$ cat config.mk
export PLATFORM = sky130hd
export DESIGN_NAME = word_receiver_flat
export DESIGN_NICKNAME = d
export VERILOG_FILES = /design/src/rtl/word_receiver_pkg.sv /design/src/rtl/word_receiver_if.sv /design/src/rtl/word_receiver_timeout.sv /design/src/rtl/word_receiver.sv /design/src/flat_wrapper.sv
export SDC_FILE = /design/constraint.sdc
export NUM_CORES = 1
export LEC_CHECK = 0
export CORE_AREA = 5 5 82 84
export DETAILED_ROUTE_END_ITERATION = 16
export DIE_AREA = 0 0 87 89
export PLACE_DENSITY = 0.86
export SLEW_MARGIN = 20
export SYNTH_ARGS = -nofsm -noshare
export SYNTH_HDL_FRONTEND = slang
export SYNTH_SLANG_ARGS = --single-unit
$ cat constraint.sdc
create_clock -name i_clock -period 3.5 [get_ports i_clock]
set_input_delay 0.7 -clock i_clock [delete_from_list [all_inputs] [get_ports i_clock]]
set_output_delay 0.7 -clock i_clock [all_outputs]
set_load 0.02 [all_outputs]
$ cat src/rtl/word_receiver_pkg.sv
// Shared UART framing constants and the word-assembly FSM encoding
// (package uart_pkg, also used by word_transmitter).
package uart_pkg;

    localparam int NB_BYTE        = 8;
    localparam int NB_DATA        = 32;
    localparam int BYTES_PER_WORD = NB_DATA / NB_BYTE;

    typedef enum logic [0:0] {
        IDLE    = 1'b0,
        COLLECT = 1'b1
    } word_state_e;

endpackage : uart_pkg

$ cat src/rtl/word_receiver_if.sv
// Byte-in / word-out bundle between the UART byte receiver, word_receiver
// and the debug/loader logic.
interface word_receiver_if #(
    parameter int NB_BYTE = 8,
    parameter int NB_DATA = 32
);
    logic [NB_BYTE-1:0] i_rx_data;
    logic               i_rx_done;
    logic               i_rx_32b_enable;
    logic               i_flush;
    logic [NB_BYTE-1:0] o_rx_byte;
    logic               o_rx_done_8b;
    logic [NB_DATA-1:0] o_rx_data;
    logic               o_rx_done_32b;
    logic [1:0]         o_byte_count;
    logic               o_timeout;

    modport slave (
        input  i_rx_data, i_rx_done, i_rx_32b_enable, i_flush,
        output o_rx_byte, o_rx_done_8b, o_rx_data, o_rx_done_32b,
               o_byte_count, o_timeout
    );

    modport master (
        output i_rx_data, i_rx_done, i_rx_32b_enable, i_flush,
        input  o_rx_byte, o_rx_done_8b, o_rx_data, o_rx_done_32b,
               o_byte_count, o_timeout
    );
endinterface : word_receiver_if

$ cat src/rtl/word_receiver_timeout.sv
// rx_timeout_counter: saturating idle counter with a terminal pulse on the
// last allowed cycle. Only used by word_receiver under WORD_RX_TIMEOUT_EN.
module rx_timeout_counter #(
    parameter int TIMEOUT_CYCLES = 250000
) (
    input  logic i_clock,
    input  logic i_reset,
    input  logic i_clear,
    input  logic i_enable,
    output logic o_terminal
);
    localparam int CNT_W = (TIMEOUT_CYCLES > 1) ? $clog2(TIMEOUT_CYCLES) : 1;
    localparam logic [CNT_W-1:0] LAST = CNT_W'(TIMEOUT_CYCLES - 1);

    logic [CNT_W-1:0] r_count;

    // Idle counter: cleared on demand, holds at LAST instead of wrapping
    always_ff @(posedge i_clock) begin
        if (!i_reset) begin
            r_count <= '0;
        end else if (i_clear) begin
            r_count <= '0;
        end else if (i_enable && (r_count != LAST)) begin
            r_count <= r_count + CNT_W'(1);
        end else begin
            r_count <= r_count;
        end
    end

    assign o_terminal = i_enable && (r_count == LAST);

endmodule : rx_timeout_counter

$ cat src/rtl/word_receiver.sv
// Packs received UART bytes into little-endian words while forwarding each
// byte. Optional partial-word timeout: define WORD_RX_TIMEOUT_EN.
module word_receiver
    import uart_pkg::*;
#(
    parameter int NB_DATA        = uart_pkg::NB_DATA,
    parameter int NB_BYTE        = uart_pkg::NB_BYTE,
    parameter int TIMEOUT_CYCLES = 250000
) (
    input  logic            i_clock,
    input  logic            i_reset,
    word_receiver_if.slave  bus
);
    localparam int BPW = NB_DATA / NB_BYTE;
    localparam int CW  = 2;
    localparam logic [CW-1:0] LAST_IDX = CW'(BPW - 1);

    word_state_e        r_state, w_next_state;
    logic [CW-1:0]      r_count, w_next_count;
    logic [NB_DATA-1:0] r_shift, w_next_shift, w_loaded;
    logic [NB_DATA-1:0] r_rx_data, w_next_data;
    logic [NB_BYTE-1:0] r_rx_byte;
    logic               r_done_8b, r_done_32b, r_timeout;
    logic               w_next_done_32b, w_next_timeout;
    logic               w_accept, w_terminal;

    assign w_accept = bus.i_rx_done && bus.i_rx_32b_enable && !bus.i_flush;

`ifdef WORD_RX_TIMEOUT_EN
    rx_timeout_counter #(
        .TIMEOUT_CYCLES (TIMEOUT_CYCLES)
    ) u_timeout (
        .i_clock    (i_clock),
        .i_reset    (i_reset),
        .i_clear    (w_accept || bus.i_flush || !bus.i_rx_32b_enable ||
                     (r_state != COLLECT)),
        .i_enable   (r_state == COLLECT),
        .o_terminal (w_terminal)
    );
`else
    assign w_terminal = 1'b0;
`endif

    // Shift register with the incoming byte dropped into lane r_count
    always_comb begin
        w_loaded = r_shift;
        for (int k = 0; k < BPW; k++) begin
            w_loaded[k*NB_BYTE +: NB_BYTE] = (r_count == CW'(k)) ?
                bus.i_rx_data : r_shift[k*NB_BYTE +: NB_BYTE];
        end
    end

    // Next state: disable beats flush beats byte beats timeout
    always_comb begin
        w_next_state    = r_state;
        w_next_count    = r_count;
        w_next_shift    = r_shift;
        w_next_data     = r_rx_data;
        w_next_done_32b = 1'b0;
        w_next_timeout  = 1'b0;
        if (!bus.i_rx_32b_enable) begin
            w_next_state = IDLE;
            w_next_count = '0;
            w_next_shift = '0;
        end else if (bus.i_flush) begin
            w_next_state = IDLE;
            w_next_count = '0;
        end else if (bus.i_rx_done) begin
            w_next_shift = w_loaded;
            if (r_count == LAST_IDX) begin
                w_next_data     = w_loaded;
                w_next_done_32b = 1'b1;
                w_next_count    = '0;
                w_next_state    = IDLE;
            end else begin
                w_next_count = r_count + CW'(1);
                w_next_state = COLLECT;
            end
        end else if (w_terminal) begin
            w_next_state   = IDLE;
            w_next_count   = '0;
            w_next_timeout = 1'b1;
        end else begin
            w_next_state = r_state;
        end
    end

    // State and output registers
    always_ff @(posedge i_clock) begin
        if (!i_reset) begin
            r_state    <= IDLE;
            r_count    <= '0;
            r_shift    <= '0;
            r_rx_data  <= '0;
            r_rx_byte  <= '0;
            r_done_8b  <= 1'b0;
            r_done_32b <= 1'b0;
            r_timeout  <= 1'b0;
        end else begin
            r_state    <= w_next_state;
            r_count    <= w_next_count;
            r_shift    <= w_next_shift;
            r_rx_data  <= w_next_data;
            r_rx_byte  <= bus.i_rx_done ? bus.i_rx_data : r_rx_byte;
            r_done_8b  <= bus.i_rx_done;
            r_done_32b <= w_next_done_32b;
            r_timeout  <= w_next_timeout;
        end
    end

    assign bus.o_rx_byte     = r_rx_byte;
    assign bus.o_rx_done_8b  = r_done_8b;
    assign bus.o_rx_data     = r_rx_data;
    assign bus.o_rx_done_32b = r_done_32b;
    assign bus.o_byte_count  = r_count;
    assign bus.o_timeout     = r_timeout;

endmodule : word_receiver

$ cat src/flat_wrapper.sv
// flat-port wrapper written by rule: the top's interface ports become plain ports
module word_receiver_flat import uart_pkg::*;
#(
    parameter int NB_DATA        = uart_pkg::NB_DATA,
    parameter int NB_BYTE        = uart_pkg::NB_BYTE,
    parameter int TIMEOUT_CYCLES = 250000
)
  (i_clock, i_reset, bus_i_rx_data, bus_i_rx_done, bus_i_rx_32b_enable, bus_i_flush, bus_o_rx_byte, bus_o_rx_done_8b, bus_o_rx_data, bus_o_rx_done_32b, bus_o_byte_count, bus_o_timeout);
  word_receiver_if #(.NB_BYTE(NB_BYTE), .NB_DATA(NB_DATA)) bus_i ();
  input  logic i_clock;
  input  logic i_reset;
  input wire logic [$bits(bus_i.i_rx_data)-1:0] bus_i_rx_data;
  input wire logic [$bits(bus_i.i_rx_done)-1:0] bus_i_rx_done;
  input wire logic [$bits(bus_i.i_rx_32b_enable)-1:0] bus_i_rx_32b_enable;
  input wire logic [$bits(bus_i.i_flush)-1:0] bus_i_flush;
  output wire logic [$bits(bus_i.o_rx_byte)-1:0] bus_o_rx_byte;
  output wire logic [$bits(bus_i.o_rx_done_8b)-1:0] bus_o_rx_done_8b;
  output wire logic [$bits(bus_i.o_rx_data)-1:0] bus_o_rx_data;
  output wire logic [$bits(bus_i.o_rx_done_32b)-1:0] bus_o_rx_done_32b;
  output wire logic [$bits(bus_i.o_byte_count)-1:0] bus_o_byte_count;
  output wire logic [$bits(bus_i.o_timeout)-1:0] bus_o_timeout;
  assign bus_i.i_rx_data = bus_i_rx_data;
  assign bus_i.i_rx_done = bus_i_rx_done;
  assign bus_i.i_rx_32b_enable = bus_i_rx_32b_enable;
  assign bus_i.i_flush = bus_i_flush;
  assign bus_o_rx_byte = bus_i.o_rx_byte;
  assign bus_o_rx_done_8b = bus_i.o_rx_done_8b;
  assign bus_o_rx_data = bus_i.o_rx_data;
  assign bus_o_rx_done_32b = bus_i.o_rx_done_32b;
  assign bus_o_byte_count = bus_i.o_byte_count;
  assign bus_o_timeout = bus_i.o_timeout;
  word_receiver #(.NB_DATA(NB_DATA), .NB_BYTE(NB_BYTE), .TIMEOUT_CYCLES(TIMEOUT_CYCLES)) u_core (.i_clock(i_clock), .i_reset(i_reset), .bus(bus_i));
endmodule
==> flow_summary.ini <==
[synthesis]
async_flop_share_pct = 0
synthesis.nets = 325
yosysMostFrequentCell = dfxtp_1
synth_seq_cells = 76
synthCells = 307
yosysSeqAreaShare_pct = 47.1
synth_top_flop_cell = dfxtp_1
yosysUniqueCellTypes = 17
yosysTopAreaCell = dfxtp_1
syn_avg_cell_area_sq_um = 10.5
syn_area_sq_mm = 0.00323
synth_top_area_share_pct = 47.1
yosysWarnings = 0
ys_top_cells_by_count = dfxtp_1 (76), mux2i_1 (74), nor2_1 (34)
synth.area.top_cells = dfxtp_1 (47%), mux2i_1 (23%), o211a_1 (9.9%)
synth_edf_count = 0

[placement]
place_ws_ns = 1.13
detailed_place_hpwl_mm = 4.48
globalplace.congestion = 0.799
place_area_sq_mm = 0.00371
port_buffers = 56

[clocking]
clockBufferDepth = 2
htreeDepth = 3
cts_tree = built
clk_pin_slew_ns = 0.07
cts.hold.buffers_added = 0
root_buffer = clkbuf_8
ctsResizeCount = 0
postCtsSetupRepairBufs = 0
numClockSinks = 76
clk_latency_ns = 0.34
cts_buffers = 9

[floorplan]
start_util_pct = 55.2
die-area_sq_mm = 0.00774
coreArea_sq_mm = 0.00585
rows = 28
die_h_um = 89
io-pin-count = 58
fp.dieW_um = 87

[cells_and_area]
area_growth_pct = 19.8
antenna_cells = 0
nNetsFinal = 363
fin_area_sq_mm = 0.00387
drive_above_1_share_pct = 5.14

[setup_path]
cp_num_buf_inv = 1
crit_path_end_kind = output pin
worst_setup_path_start_kind = flop
critPathSlowestCell = clkdlybuf4s50_1
slowest_delay_ns = 0.66
arrival_ns = 1.45
path_cells = clkdlybuf4s50_1
crit_type = reg2out
worstPathRequired_ns = 2.80
path_max_fanout = 7
path_delay_family = buffers and inverters

[drt]
met1_length_mm = 2.98
firstDrtPassIters = 6
wl_met2_mm = 3.13
drtAntennaViolNets = 0
wl_per_cell_um = 15.7
vias = 2351
dr.max_layer_used = met4
vias_per_cell = 5.53
wl_met3_um = 370
routed_wl_mm = 6.69
drc = 0
drt_iter0_drc = 96

[pwr]
design_power_total_w = 0.00155
p_int_w = 0.00119
p_leak_nw = 2.00
ir_drop_mv = 0.240
power_frac_comb_pct = 6.9
clock_power_share_pct = 36.6
switching_power_w = 0.000358
pwr-share-seq_pct = 56.6
power_density_mw_per_mm2 = 401
swShare_pct = 23.0

[timing]
timing.hold.ws_ns = 0.497
drv_slew = 0
hold_violations = 0
worst_slew_pin_slew_ns = 0.612
fin_worst_skew_ns = 0.00565
setup_viol = 0
max_slew_margin_pct = 59.1
finalWorstSetupSlack_ns = 1.35
rsz0062_at_grt = no
fin_setup_tns_ns = 0
fmax_ghz = 0.466
period_share_pct = 61.3
fin_crit_ns = 2.15

[global_route]
grt_max_degree = 42
antenna_found_initial = 0
grt_pass1_vias = 2289
grt_pass1_wl_mm = 11.1
grt-ovfl-total = 0
grt_use_total_pct = 18.5

[run]
max_cap_violations = 0

[outcome]
status = completed

[worst_hold_path]
hp-class = reg2reg
per-stage QoR:
stage,utilization (%),std cells
6_report,66.1,425
3_3_place_gp,63.4,409
5_1_grt,66.1,425
4_1_cts,66.1,425
2_1_floorplan,-,307
3_5_place_dp,63.4,409
cells by family (layout without fill, tap and decap cells):
family	Yosys count	in the layout	synth area share, %
compound gates	32	32	9.92
fa+ha+maj	5	5	1.94
buf+inv	36	79	6.90
flops	76	76	47.1
mux	74	74	22.9
other cells	1	1	0.116
simple gates	83	83	11.1
state kept, by name, summed over array words and instances, names as in the netlist:
signal / cells
u_core.bus.o_rx_done_8b: 1
u_core.r_shift: 32
u_core.bus.o_rx_byte: 8
u_core.bus.o_rx_data: 32
u_core.bus.o_rx_done_32b: 1
u_core.bus.o_byte_count: 2
layer usage:
layer / GRT usage [%] / vias to the layer above
li1: - / 1116
met1: 22.0 / 1149
met2: 30.5 / 71
met5: 0 / -
met3: 4.52 / 15
met4: 10.6 / 0
power by group through the flow:
stage               clock network, W  registers (W)  logic [W]
floorplan                          0       0.000905  0.0000604
global placement                   0       0.000897   0.000105
detailed placement                 0       0.000898   0.000107
CTS                         0.000585       0.000878   0.000107
global route                0.000619       0.000879   0.000114
finish                      0.000567       0.000878   0.000107
worst paths after layout:
check	to	slack, ns	cells after the start	startpoint
min reg2reg	u_core.bus.o_rx_data[31]$_SDFFE_PN0P_	0.50	1	u_core.bus.o_rx_data[31]$_SDFFE_PN0P_
min	u_core.bus.o_rx_data[31]$_SDFFE_PN0P_	0.50	1	u_core.bus.o_rx_data[31]$_SDFFE_PN0P_
max reg2reg	u_core.r_shift[2]$_SDFFE_PN0P_	1.52	5	u_core.bus.o_byte_count[0]$_SDFFE_PP0P_
max	bus_o_byte_count[0]	1.35	1	u_core.bus.o_byte_count[0]$_SDFFE_PP0P_
layout make-up:
cell class / count / area (sq um)
clock buffer: 14 / 153
clock inverter: 2 / 10.0
fill: 466 / 1980
inverter: 2 / 7.51
multi-input combinational: 195 / 1490
sequential: 76 / 1520
tap: 75 / 93.8
timing repair buffer: 61 / 598
cell usage in the layout, fill, tap and decap left out, drive strengths merged:
cell type	netlist	final
and2	1	1
clkinv	0	2
dfxtp	76	76
nor2	34	34
buf	18	5
clkbuf	16	14
conb	1	1
nand3b	4	4
ha	5	5
nand2	33	33
o211a	32	32
mux2i	74	74
nor3	2	2
inv	2	2
and4b	1	1
nor2b	8	8
clkdlybuf4s50	0	56
Power figures use the tool's default switching activity.
